`config.mk`:
```
export PLATFORM = sky130hd
export DESIGN_NAME = debounced_event_counter
export DESIGN_NICKNAME = d
export VERILOG_FILES = /design/src/rtl/debounced_event_counter.sv
export SDC_FILE = /design/constraint.sdc
export NUM_CORES = 1
export LEC_CHECK = 0
export ABC_CLOCK_PERIOD_IN_PS = 3150
export BUFFER_PORTS_ARGS = -buffer_cell sky130_fd_sc_hd__clkbuf_2
export CORE_MARGIN = 1.5
export CORE_UTILIZATION = 61
export DETAILED_ROUTE_END_ITERATION = 6
export MAX_ROUTING_LAYER = met4
export PLACE_DENSITY = 0.8
export SLEW_MARGIN = 20
export SYNTH_ARGS = -nofsm -noshare
export SYNTH_HDL_FRONTEND = slang
export SYNTH_SLANG_ARGS = --single-unit
```
`constraint.sdc`:
```
create_clock -name clk -period 3.15 [get_ports clk]
set_input_delay 0.1575 -clock clk [delete_from_list [all_inputs] [get_ports clk]]
set_output_delay 0.1575 -clock clk [all_outputs]
set_load 0.03 [all_outputs]
```
`src/rtl/debounced_event_counter.sv`:
```
// debounced_event_counter: per-channel synchroniser, debounce FSM and wrap/saturate up/down counter; `DBC_AUTO_REPEAT_EN adds hold-to-repeat presses
module debounced_event_counter #(
    parameter int CHANNELS        = 4,
    parameter int WIDTH           = 4,
    parameter int MAX_COUNT       = 15,
    parameter int DEBOUNCE_CYCLES = 50000,
    parameter int REPEAT_DELAY    = 500000,
    parameter int REPEAT_PERIOD   = 100000
) (
    input  logic                      clk,
    input  logic                      rst,
    input  logic [CHANNELS-1:0]       inp,
    input  logic [CHANNELS-1:0]       dir,
    input  logic                      sat,
    input  logic [CHANNELS-1:0]       clr,
    output logic [CHANNELS*WIDTH-1:0] count,
    output logic [CHANNELS-1:0]       press,
    output logic [CHANNELS-1:0]       tc
);
    localparam int SW = $clog2(DEBOUNCE_CYCLES + 1);
    localparam logic [SW-1:0] LAST = SW'(DEBOUNCE_CYCLES - 1);
    localparam logic [WIDTH-1:0] TOP = WIDTH'(MAX_COUNT);
    localparam logic SKIP = DEBOUNCE_CYCLES == 1;
`ifdef DBC_AUTO_REPEAT_EN
    localparam int HW = $clog2((REPEAT_DELAY > REPEAT_PERIOD ? REPEAT_DELAY : REPEAT_PERIOD) + 1);
    localparam logic [HW-1:0] FIRST = HW'(REPEAT_DELAY - 1);
    localparam logic [HW-1:0] NEXT = HW'(REPEAT_PERIOD - 1);
`endif

    typedef enum logic [1:0] {IDLE, PRESS_WAIT, HELD, RELEASE_WAIT} state_t;

    if (CHANNELS < 1 || WIDTH < 1 || MAX_COUNT < 1 || MAX_COUNT > 2**WIDTH - 1 ||
        DEBOUNCE_CYCLES < 1 || REPEAT_DELAY < 1 || REPEAT_PERIOD < 1) begin : g_bad_params
        $error("debounced_event_counter: parameter out of range");
    end

    for (genvar g = 0; g < CHANNELS; g++) begin : ch
        logic s1, s2, pr, tr, bound;
        state_t st;
        logic [SW-1:0] stab;
        logic [WIDTH-1:0] cnt, nxt;
`ifdef DBC_AUTO_REPEAT_EN
        logic [HW-1:0] hold;
        logic rep;
`endif

        assign count[g*WIDTH +: WIDTH] = cnt;
        assign press[g] = pr;
        assign tc[g] = tr;

        // two-flop synchroniser for the asynchronous pin
        always_ff @(posedge clk or posedge rst) begin
            if (rst) {s2, s1} <= 2'b00;
            else {s2, s1} <= {s1, inp[g]};
        end

        // debounce FSM: an edge is accepted after DEBOUNCE_CYCLES consecutive agreeing samples
        always_ff @(posedge clk or posedge rst) begin
            if (rst) begin
                st   <= IDLE;
                stab <= '0;
                pr   <= 1'b0;
`ifdef DBC_AUTO_REPEAT_EN
                hold <= '0;
                rep  <= 1'b0;
`endif
            end else begin
                pr <= 1'b0;
                case (st)
                    IDLE: if (s2) begin
                        st   <= SKIP ? HELD : PRESS_WAIT;
                        stab <= SKIP ? '0 : SW'(1);
                        pr   <= SKIP;
                    end
                    PRESS_WAIT: if (!s2) begin
                        st   <= IDLE;
                        stab <= '0;
                    end else if (stab >= LAST) begin
                        st   <= HELD;
                        stab <= '0;
                        pr   <= 1'b1;
                    end else stab <= stab + 1'b1;
                    HELD: if (!s2) begin
                        st   <= SKIP ? IDLE : RELEASE_WAIT;
                        stab <= SKIP ? '0 : SW'(1);
`ifdef DBC_AUTO_REPEAT_EN
                        hold <= '0;
                        rep  <= 1'b0;
                    end else if (hold >= (rep ? NEXT : FIRST)) begin
                        pr   <= 1'b1;
                        hold <= '0;
                        rep  <= 1'b1;
                    end else hold <= hold + 1'b1;
`else
                    end
`endif
                    RELEASE_WAIT: if (s2) begin
                        st   <= HELD;
                        stab <= '0;
                    end else if (stab >= LAST) begin
                        st   <= IDLE;
                        stab <= '0;
                    end else stab <= stab + 1'b1;
                endcase
            end
        end

        // step result: at a bound, wrap-up and saturate-down give 0, the other two give TOP
        always_comb begin
            bound = dir[g] ? (cnt == '0) : (cnt >= TOP);
            nxt   = !bound ? (dir[g] ? cnt - 1'b1 : cnt + 1'b1) : ((dir[g] ^ sat) ? TOP : '0);
        end

        // counter register: clear beats a coincident step, tc flags a step taken at a bound
        always_ff @(posedge clk or posedge rst) begin
            if (rst) begin
                cnt <= '0;
                tr  <= 1'b0;
            end else begin
                tr <= !clr[g] && pr && bound;
                if (clr[g]) cnt <= '0;
                else if (pr) cnt <= nxt;
            end
        end
    end
endmodule

```
==> results.rst, run 1 <==
.. list-table::
   :header-rows: 1

   * - Metric
     - Value
   * - Setup fix buffers added after clock tree synthesis
     - 0
   * - Static leakage
     - 2.760 nW
   * - Max-capacitance violation count
     - 0
   * - Vert. Die Dim
     - 98.54 µm
   * - Root buffer cell
     - clkbuf_8
   * - Share of flip-flops with an asynchronous set or reset after synthesis
     - 1.000
   * - Share of cell area taken by muxes after synthesis
     - 0.01348
   * - Worst-margin pin slew
     - 0.9732 ns
   * - Wire length of the first global-routing pass
     - 19,870 µm
   * - Cell type with the highest aggregate area in the netlist
     - dfrtp_1
   * - Reg clk slew, reported paths
     - 0.10 ns
   * - Launch instance of the worst min-delay path
     - clr[3]
   * - Number of gates resized after CTS
     - 0
   * - Worst min-delay path endpoint
     - ch[3].tr
   * - Top FF cell, synth
     - dfrtp_1
   * - Post-Synth Adder-Cell Area
     - 0.04135
   * - Peak Freq
     - 0.4233 GHz
   * - CTS tree
     - yes
   * - Sequential fraction of the synthesis area
     - 0.4674
   * - Critical path start-end classification
     - flip-flop to flip-flop
   * - Share of post-route cells with drive strength above 1
     - 0.1108
   * - Total of fill cells in the finished design
     - 683
   * - Netlist area before placement
     - 5568 µm²
   * - Part of the cycle the worst path needs
     - 0.7499
   * - Skew final
     - 0.01250 ns
   * - Number of instances in the synthesized netlist
     - 582
   * - Most utilized layer in the global route result
     - met2
   * - Met3 demand-to-capacity share in global routing
     - 0.05035
   * - Average instance area after synthesis
     - 9.567 µm²
   * - Die width
     - 98.54 µm
   * - Minimum hold slack
     - 0.04797 ns
   * - Placeable Area
     - 8763 µm²
   * - Post-detailed-placement half-perimeter wirelength
     - 7801 µm
   * - Overall global routing resource usage
     - 0.2582
   * - Area growth syn-to-layout
     - 9.326%
   * - Top-level port count
     - 39
   * - Count of clock tree sinks
     - 104
   * - Source-to-sink clock delay at the later pin of the worst-skew pair
     - 0.37 ns
   * - Simple-Gate Fraction of Synth Area
     - 0.2013
   * - Area share of xor/xnor cells in the synthesized design
     - 0.06270
   * - Overall via count from detail_route
     - 4,462
   * - Internal reg-to-reg setup slack
     - 0.79 ns
   * - Number of DRC markers in iteration 0
     - 216
   * - Top post-synthesis cells by area
     - dfrtp_1 (47%), nand2_1 (4.7%), xor2_1 (4.2%)
   * - Required time reported for the critical path endpoint
     - 3.37 ns
   * - Post-synthesis compound-gate area fraction
     - 0.1737
   * - Worst-case reg-to-reg path depth
     - 6
   * - Area share of the leading cell type in the synthesized netlist
     - 0.4674
   * - CTS Buf Count
     - 9
   * - Overflow left after global routing
     - 0
   * - Synth cell types
     - 52
   * - Relative slew slack
     - 0.3488
   * - Number of buffers on the longest clock path
     - 2
   * - Synthesis-stage register bit count
     - 104
   * - Unrepaired setup endpoints after global routing
     - false
   * - Final setup violating endpoints
     - 0
   * - Vias in the first global route
     - 4,324
   * - Minimum clock period after layout
     - 2.362 ns
   * - Met1 Track Usage GR
     - 0.3414
   * - Initial antenna violation count
     - 0
   * - Status
     - finished clean
   * - Pre-Repair DR Iteration Count
     - 4
   * - Weighted congestion reported at the end of routability-driven placement
     - 0.8929
   * - Critical path fanouts, max
     - 12
   * - Startpoint type of the worst setup path
     - flip-flop
   * - Pin count of the biggest net entering global routing
     - 69
   * - Largest family of logic cells by synthesized area
     - simple AND/OR/NAND/NOR gates
   * - Destination of the worst register-to-register timing path
     - ch[3].stab[7]
   * - CP arrival
     - 2.59 ns
   * - Routed vias/inst
     - 6.104
   * - Num rows
     - 34
   * - Hold path cells
     - 3
   * - DIE AREA
     - 9710 µm²
   * - Setup TNS after final layout
     - 0 ns
   * - Number of port buffers
     - 38
   * - Startpoint of the most critical register-to-register path
     - ch[3].stab[0]
   * - Critical Path End Type
     - flip-flop
   * - Average wire per cell in the routed design
     - 15.20 µm
   * - Power per cell area
     - 539.7 nW/µm²
   * - Total nets after synthesis
     - 613
   * - Number of diodes
     - 0
   * - Post-detailed-route count of antenna-violating nets
     - 0
   * - IR drop worst, VDD
     - 0.3803 mV
   * - Met2 routing resource usage after global routing
     - 0.4036
   * - Ys Warns
     - 0
   * - CTS H-tree depth
     - 3
   * - Post-route DRC violation count
     - 0
   * - Number of max-slew violations in the final report
     - 0
   * - Count of flip-flops with a built-in enable after synthesis
     - 0
   * - Starting density of the core
     - 0.6354
   * - Final Hold Viols
     - 0
   * - Nets@finish
     - 649
   * - Worst min-delay path category
     - input port to flip-flop
   * - Final routed wirelength across all metal layers
     - 11,110 µm
per-layer routing:
metal / share of wire / vias up
met2: 0.49 / 130
li1: - / 2161
met1: 0.45 / 2153
met3: 0.047 / 18
met4: 0.016 / 0
met5: 0 / -
state kept, by name, summed over array words and instances (netlist names), named ones only:
name     flops
ch.stab     64
ch.st        4
ch.pr        4
ch.tr        4
ch.cnt      16
ch.s1        4
ch.s2        4
worst max-delay path, stage by stage, from the launching register on:
cell and delay (ns):
dfrtp_1 0.41, ha_1 0.21, nand3_1 0.12, a211o_1 0.30
a32oi_1 0.34, nor2b_1 0.70, nor2_1 0.14
placed cells by master, fill, tap and decap left out, types with 16 or more instances in the layout:
cell	instances
nor2_1	39
o21ai_0	35
clkbuf_2	38
inv_1	26
nand3_1	26
a21oi_1	28
xor2_1	27
dfrtp_1	104
a22o_1	24
a21o_1	16
nor3_1	17
nand2_1	70
worst max path at each step:
stage / start / endpoint / slack, ns / cells past startpoint
2_1_floorplan: rst / async pin / 0.26 / 1
6_report: ch[3].stab[0] / ch[3].stab[7] / 0.79 / 6
4_1_cts: ch[3].stab[0] / ch[3].stab[13] / 0.81 / 6
5_1_grt: ch[3].stab[0] / ch[3].stab[13] / 0.54 / 6
3_5_place_dp: ch[3].stab[0] / ch[3].stab[13] / 0.83 / 6
3_3_place_gp: ch[3].stab[0] / ch[3].stab[8] / 1.00 / 6
metrics by stage:
stage	setup WS, ns	power, mW	area (µm²)	std cells	utilization
after floorplan	0.2603	2.177	5568	582	-
after global placement	1.001	2.301	5789	709	0.6606
after detailed placement	0.8281	2.344	5789	709	0.6606
after CTS	0.8114	3.309	6087	731	0.6946
after global routing	0.5353	3.487	6087	731	0.6946
final	0.7878	3.285	6087	731	0.6946
power breakdown:
| group | switching, mW | leakage [nW] | internal (mW) | total [mW] |
|---|---|---|---|---|
| registers | 0.130 | 1.41 | 1.43 | 1.56 |
| logic | 0.495 | 1.23 | 0.278 | 0.773 |
| clock network | 0.469 | 0.121 | 0.483 | 0.952 |
cells by family (layout without fill, tap and decap cells):
| family | count (synthesis) | after routing |
|---|---|---|
| and+or+nand+nor | 225 | 225 |
| AOI/OAI and AO/OA | 143 | 143 |
| DFF | 104 | 104 |
| buffers and inverters | 48 | 89 |
| xor gates and xnor gates | 39 | 39 |
| adders and majority gates | 16 | 16 |
| muxes | 7 | 7 |
layout make-up:
class / instances / area [µm²] / share of cell area
multi-input combinational: 430 / 2743 / 0.4506
sequential: 104 / 2603 / 0.4275
timing repair buffer: 46 / 265.3 / 0.04358
clock buffer: 10 / 137.6 / 0.02261
tap: 108 / 135.1 / 0.02220
inverter: 27 / 103.9 / 0.01706
clock inverter: 6 / 100.1 / 0.01644
cells in the mapped netlist (13+ instances only):
cell     instances
nor2_1          39
a21o_1          16
nand2_1         70
dfrtp_1        104
inv_1           27
nor3_1          17
nand3_1         26
or3_1           13
a22o_1          24
xor2_1          27
a21oi_1         28
o21ai_0         35
repair_timing:
| item | in CTS | in global routing |
|---|---|---|
| endpoints found under the hold margin | 71 | 0 |
| setup endpoints to repair | 0 | 0 |
| hold buffers | 6 | 0 |
Power figures use the tool's default switching activity.
==> inputs of run 2 (changes only) <==
--- a/config.mk
+++ b/config.mk
@@ -5,7 +5,7 @@
 export SDC_FILE = /design/constraint.sdc
 export NUM_CORES = 1
 export LEC_CHECK = 0
-export ABC_CLOCK_PERIOD_IN_PS = 3150
+export ABC_CLOCK_PERIOD_IN_PS = 2260
 export BUFFER_PORTS_ARGS = -buffer_cell sky130_fd_sc_hd__clkbuf_2
 export CORE_MARGIN = 1.5
 export CORE_UTILIZATION = 61
==> constraint.sdc (replaced) <==
create_clock -name clk -period 2.26 [get_ports clk]
set_input_delay 0.113 -clock clk [delete_from_list [all_inputs] [get_ports clk]]
set_output_delay 0.113 -clock clk [all_outputs]
set_load 0.03 [all_outputs]
==> run 2 against run 1 <==
Effect of this change:
- cell count rose by 1.2%
- clock power grew 23%
- critical path depth unchanged
- combinational power up 55%
- sequential share of layout area is 0.25 points lower
- non-clock buffer count increased by 9
- sequential power rose by 39%
- die area unchanged
- largest cell class unchanged
==> results.rst, run 2 (same netlist as run 1, synthesis figures left out) <==
.. list-table::
   :header-rows: 1

   * - Metric
     - Value
   * - Power per cell area
     - 741.5 nW/µm²
   * - Part of the cycle the worst path needs
     - 0.9460
   * - Area growth syn-to-layout
     - 9.977%
   * - Static leakage
     - 2.775 nW
   * - Share of post-route cells with drive strength above 1
     - 0.1266
   * - CP bufs+invs
     - 0
   * - Reg clk slew, reported paths
     - 0.09 ns
   * - Peak Freq
     - 0.4677 GHz
   * - Overall global routing resource usage
     - 0.2586
   * - CTS H-tree depth
     - 3
   * - Root buffer cell
     - clkbuf_8
   * - Required time reported for the critical path endpoint
     - 2.51 ns
   * - CTS tree
     - yes
   * - Most common cell after layout, fill and taps aside
     - dfrtp_1
   * - Reg with most FFs
     - ch.stab
   * - Average wire per cell in the routed design
     - 15.42 µm
   * - Top-level port count
     - 39
   * - Num rows
     - 34
   * - Source-to-sink clock delay at the later pin of the worst-skew pair
     - 0.37 ns
   * - Setup TNS after final layout
     - 0 ns
   * - Critical Path End Type
     - flip-flop
   * - Pin count of the biggest net entering global routing
     - 55
   * - Final Hold Viols
     - 0
   * - Setup WS pre-CTS
     - 0.07722 ns
   * - Critical path start-end classification
     - flip-flop to flip-flop
   * - Number of port buffers
     - 38
   * - Overall via count from detail_route
     - 4,417
   * - Weighted congestion reported at the end of routability-driven placement
     - 0.8890
   * - IR drop worst, VDD
     - 0.4263 mV
   * - Status
     - finished clean
   * - Relative slew slack
     - 0.4903
   * - Family of cells with the greatest summed delay on the critical path
     - simple AND/OR/NAND/NOR gates
   * - Placed Cells
     - 718
   * - Initial antenna violation count
     - 0
   * - DIE AREA
     - 9710 µm²
   * - Skew final
     - 0.01930 ns
   * - Worst min-delay path category
     - input port to flip-flop
   * - Total power draw
     - 4.541 mW
   * - Placeable Area
     - 8763 µm²
   * - Number of diodes
     - 0
   * - Crit path setup slack, layout
     - 0.1220 ns
   * - Final routed wirelength across all metal layers
     - 11,410 µm
   * - Number of buffers on the longest clock path
     - 2
   * - Max-capacitance violation count
     - 0
   * - Post-detailed-placement half-perimeter wirelength
     - 8046 µm
   * - Max reg flops
     - 64
   * - Overflow left after global routing
     - 0
   * - Top flop regs
     - ch.stab x64, ch.cnt x16
   * - Startpoint type of the worst setup path
     - flip-flop
   * - Nets@finish
     - 658
   * - Starting density of the core
     - 0.6354
   * - Vert. Die Dim
     - 98.54 µm
   * - Final setup violating endpoints
     - 0
   * - Number of max-slew violations in the final report
     - 0
   * - Critical path cell sequence
     - ha_1, nand3_1, a211oi_1, or2_1, nand2_1, mux2_2
   * - CTS Buf Count
     - 9
   * - Slowest library cell on the worst path
     - dfrtp_1
   * - Non-Filler Instances
     - 740
   * - Commonest non-fill, non-tap cells in the layout
     - dfrtp_1 (104), nand2_1 (70), nor2_1 (38), clkbuf_2 (38), o21ai_0 (35)
   * - Finished Core Util
     - 0.6987
   * - Wire length of the first global-routing pass
     - 19,980 µm
   * - Minimum clock period after layout
     - 2.138 ns
   * - Number of DRC markers in iteration 0
     - 202
   * - Worst-margin pin slew
     - 0.7618 ns
   * - Slowest cell delay on critical path
     - 0.42 ns
   * - Setup fix buffers added after clock tree synthesis
     - 0
   * - Critical path fanouts, max
     - 13
   * - CP arrival
     - 2.39 ns
   * - Post-route DRC violation count
     - 0
   * - Total of fill cells in the finished design
     - 690
   * - Routed vias/inst
     - 5.969
   * - Post-detailed-route count of antenna-violating nets
     - 0
   * - Vias in the first global route
     - 4,259
   * - Die width
     - 98.54 µm
   * - Count of clock tree sinks
     - 104
   * - Pre-Repair DR Iteration Count
     - 5
[run 2: final timing paths]
path,to,slack (ns),cells after the start,startpoint
max,flip-flop,0.12,6,ch[2].stab[0]
min,ch[3].tr,0.02,3,clr[3]
max reg2reg,flip-flop,0.12,6,ch[2].stab[0]
min reg2reg,ch[0].s2,0.36,0,ch[0].s1
max in group asynchronous,ch[1].pr,1.28,4,rst
min in group asynchronous,ch[0].s1,0.48,4,rst
[run 2: repair_timing]
| action | 4_1_cts | 5_1_grt |
|---|---|---|
| hold buffers | 6 | 0 |
| resized for setup | 0 | 3 |
| hold endpoints to repair | 109 | 0 |
| endpoints found under the setup margin | 0 | 15 |
[run 2: layer usage]
metal | vias up | track usage | part of all wire
li1 | 2167 | - | -
met1 | 2137 | 0.3545 | 0.47
met2 | 99 | 0.4062 | 0.48
met3 | 14 | 0.03262 | 0.035
met4 | 0 | 0.08126 | 0.013
met5 | - | - | 0
[run 2: power breakdown]
group	internal, mW	switching, mW
clock	0.517	0.653
sequential	1.99	0.178
combinational	0.480	0.718
total	2.99	1.55
[run 2: final cells by class]
cell class | count | area, µm² | share of cell area
clock buffers | 10 | 127.6 | 0.02084
clock inverters | 6 | 67.56 | 0.01103
inverters | 27 | 105.1 | 0.01716
multi-input cells | 430 | 2753 | 0.4495
flip-flops and latches | 104 | 2603 | 0.4250
well taps | 108 | 135.1 | 0.02207
repair buffers | 55 | 332.8 | 0.05435
[run 2: stage by stage]
| stage | hold WS (ns) | cell area (µm²) |
|---|---|---|
| global placement | 0.2218 | 5858 |
| CTS | 0.003986 | 6113 |
| detailed placement | 0.2239 | 5858 |
| finish | 0.01722 | 6123 |
| floorplan | 0.1444 | 5572 |
| global route | 0.02205 | 6123 |
[run 2: worst min-delay path: stages]
cell and delay [ns]:
clkbuf_2 0.09, nand2b_1 0.11, nor2_1 0.04
==> inputs of run 3 (changes only) <==
--- a/config.mk
+++ b/config.mk
@@ -10,6 +10,7 @@
 export CORE_MARGIN = 1.5
 export CORE_UTILIZATION = 61
 export DETAILED_ROUTE_END_ITERATION = 6
+export HOLD_SLACK_MARGIN = 0.06
 export MAX_ROUTING_LAYER = met4
 export PLACE_DENSITY = 0.8
 export SLEW_MARGIN = 20
==> run 3 against run 2 <==
Effect of this change:
- critical path depth stayed put
- register-to-register slack hardly changed
- global-route usage is 0.079 points higher
- total power is 0.14% higher
- core utilization is 0.34 points higher
- clock power hardly changed
- combinational power hardly changed
- clock skew hardly changed
- hold slack better by 0.31 ns
==> results.rst, run 3 (same netlist as run 1, synthesis figures left out) <==
.. list-table::
   :header-rows: 1

   * - Metric
     - Value
   * - Nets@finish
     - 661
   * - CTS Buf Count
     - 9
   * - Overall via count from detail_route
     - 4,445
   * - Setup fix buffers added after clock tree synthesis
     - 0
   * - Source-to-sink clock delay at the later pin of the worst-skew pair
     - 0.37 ns
   * - Placeable Area
     - 8763 µm²
   * - Final Hold Viols
     - 0
   * - Minimum hold slack
     - 0.3235 ns
   * - Static leakage
     - 2.788 nW
   * - Top-level port count
     - 39
   * - Required time reported for the critical path endpoint
     - 2.51 ns
   * - CP bufs+invs
     - 0
   * - Count of clock tree sinks
     - 104
   * - Peak Freq
     - 0.4673 GHz
   * - Reg clk slew, reported paths
     - 0.11 ns
   * - Root buffer cell
     - clkbuf_8
   * - Max-capacitance violation count
     - 0
   * - Slowest library cell on the worst path
     - dfrtp_1
   * - Critical path fanouts, max
     - 13
   * - Startpoint type of the worst setup path
     - flip-flop
   * - Number of buffers on the longest clock path
     - 2
   * - Setup TNS after final layout
     - 0 ns
   * - Most common cell after layout, fill and taps aside
     - dfrtp_1
   * - Vert. Die Dim
     - 98.54 µm
   * - Flop pwr share
     - 0.478
   * - Setup WS pre-CTS
     - 0.07722 ns
   * - Final routed wirelength across all metal layers
     - 11,510 µm
   * - Number of max-slew violations in the final report
     - 0
   * - Power per cell area
     - 738.9 nW/µm²
   * - Share of post-route cells with drive strength above 1
     - 0.1260
   * - Weighted congestion reported at the end of routability-driven placement
     - 0.8890
   * - Max reg flops
     - 64
   * - Initial antenna violation count
     - 0
   * - Cell internal power dissipation
     - 2.995 mW
   * - Die width
     - 98.54 µm
   * - Worst-margin pin slew
     - 0.7642 ns
   * - Post-detailed-placement half-perimeter wirelength
     - 8046 µm
   * - Part of the cycle the worst path needs
     - 0.9469
   * - Switching fraction of total power
     - 0.3413
   * - CTS tree
     - yes
   * - CP arrival
     - 2.39 ns
   * - Pre-Repair DR Iteration Count
     - 4
   * - Average wire per cell in the routed design
     - 15.48 µm
   * - IR drop worst, VDD
     - 0.4269 mV
   * - Critical path start-end classification
     - flip-flop to flip-flop
   * - Post-route DRC violation count
     - 0
   * - Slowest cell delay on critical path
     - 0.42 ns
   * - Critical path cell sequence
     - ha_1, nand3_1, a211oi_1, or2_1, nand2_1, mux2_2
   * - Family of cells with the greatest summed delay on the critical path
     - simple AND/OR/NAND/NOR gates
   * - Number of port buffers
     - 38
   * - Relative slew slack
     - 0.4887
   * - Routed vias/inst
     - 5.983
   * - Reg with most FFs
     - ch.stab
   * - Crit path setup slack, layout
     - 0.1201 ns
   * - Top flop regs
     - ch.stab x64, ch.cnt x16
   * - Number of diodes
     - 0
   * - Sw power
     - 1.552 mW
   * - Num rows
     - 34
   * - Share of power burned in the clock network
     - 0.257
   * - Final setup violating endpoints
     - 0
   * - Minimum clock period after layout
     - 2.140 ns
   * - Status
     - finished clean
   * - Critical Path End Type
     - flip-flop
   * - Wire length of the first global-routing pass
     - 20,030 µm
   * - CTS H-tree depth
     - 3
   * - Overall global routing resource usage
     - 0.2594
   * - Pin count of the biggest net entering global routing
     - 55
   * - Worst min-delay path category
     - input port to flip-flop
   * - Skew final
     - 0.01933 ns
   * - Overflow left after global routing
     - 0
   * - Finished Core Util
     - 0.7022
   * - Starting density of the core
     - 0.6354
   * - Area growth syn-to-layout
     - 10.52%
   * - Vias in the first global route
     - 4,286
   * - Number of DRC markers in iteration 0
     - 179
   * - Share of total power in combinational logic
     - 0.265
   * - DIE AREA
     - 9710 µm²
   * - Commonest non-fill, non-tap cells in the layout
     - dfrtp_1 (104), nand2_1 (70), nor2_1 (38), clkbuf_2 (38), o21ai_0 (35)
   * - Post-detailed-route count of antenna-violating nets
     - 0
==> run 3: per-layer routing <==
| layer | vias to the layer above | wire length [µm] | global-route usage |
|---|---|---|---|
| li1 | 2175 | - | - |
| met1 | 2160 | 5414 | 0.3526 |
| met2 | 96 | 5581 | 0.4110 |
| met3 | 14 | 362 | 0.03262 |
| met4 | 0 | 146 | 0.08126 |
| met5 | - | 0 | - |
==> run 3: worst paths after layout <==
path	from	endpoint	slack, ns	cells past startpoint
setup reg to reg	ch[2].stab[0]	flip-flop	0.12	6
setup / recovery	ch[2].stab[0]	flip-flop	0.12	6
max in group asynchronous	rst	ch[1].pr	1.28	4
hold reg to reg	ch[0].s1	ch[0].s2	0.36	0
hold / removal	dir[1]	ch[1].cnt[0]	0.32	4
min in group asynchronous	rst	ch[0].s2	0.49	4
==> run 3: power by group through the flow <==
stage | Sequential, mW | Combinational [mW] | Clock [mW]
after floorplan | 2.15 | 0.888 | 0
after CTS | 2.17 | 1.18 | 1.19
after global placement | 2.20 | 1.11 | 0
after global routing | 2.20 | 1.34 | 1.26
after detailed placement | 2.21 | 1.16 | 0
final | 2.17 | 1.20 | 1.17
==> run 3: final cells by class <==
cell class                      instances  area (µm²)
Timing Repair Buffer                   58       362.8
Clock buffer                           10       127.6
Clock inverter                          6       67.56
Multi-Input combinational cell        430        2753
Inverter                               27       105.1
Sequential cell                       104        2603
Tap cell                              108       135.1
Fill cell                             690        2610
==> run 3: repair_timing <==
action,CTS,global route
hold endpoints to repair,112,0
hold buffers,9,0
resized for setup,0,3
endpoints found under the setup margin,0,15
==> run 3: stage by stage <==
step / cells / cell area (µm²) / power, mW
2_1_floorplan: 582 / 5572 / 3.035
3_3_place_gp: 718 / 5858 / 3.304
3_5_place_dp: 718 / 5858 / 3.363
4_1_cts: 743 / 6143 / 4.544
5_1_grt: 743 / 6153 / 4.803
6_report: 743 / 6153 / 4.547
==> run 3: worst min-delay path, stage by stage <==
cell and delay (ns):
clkbuf_2 0.13, nand4b_1 0.20, nand2_1 0.09, a22o_1 0.13
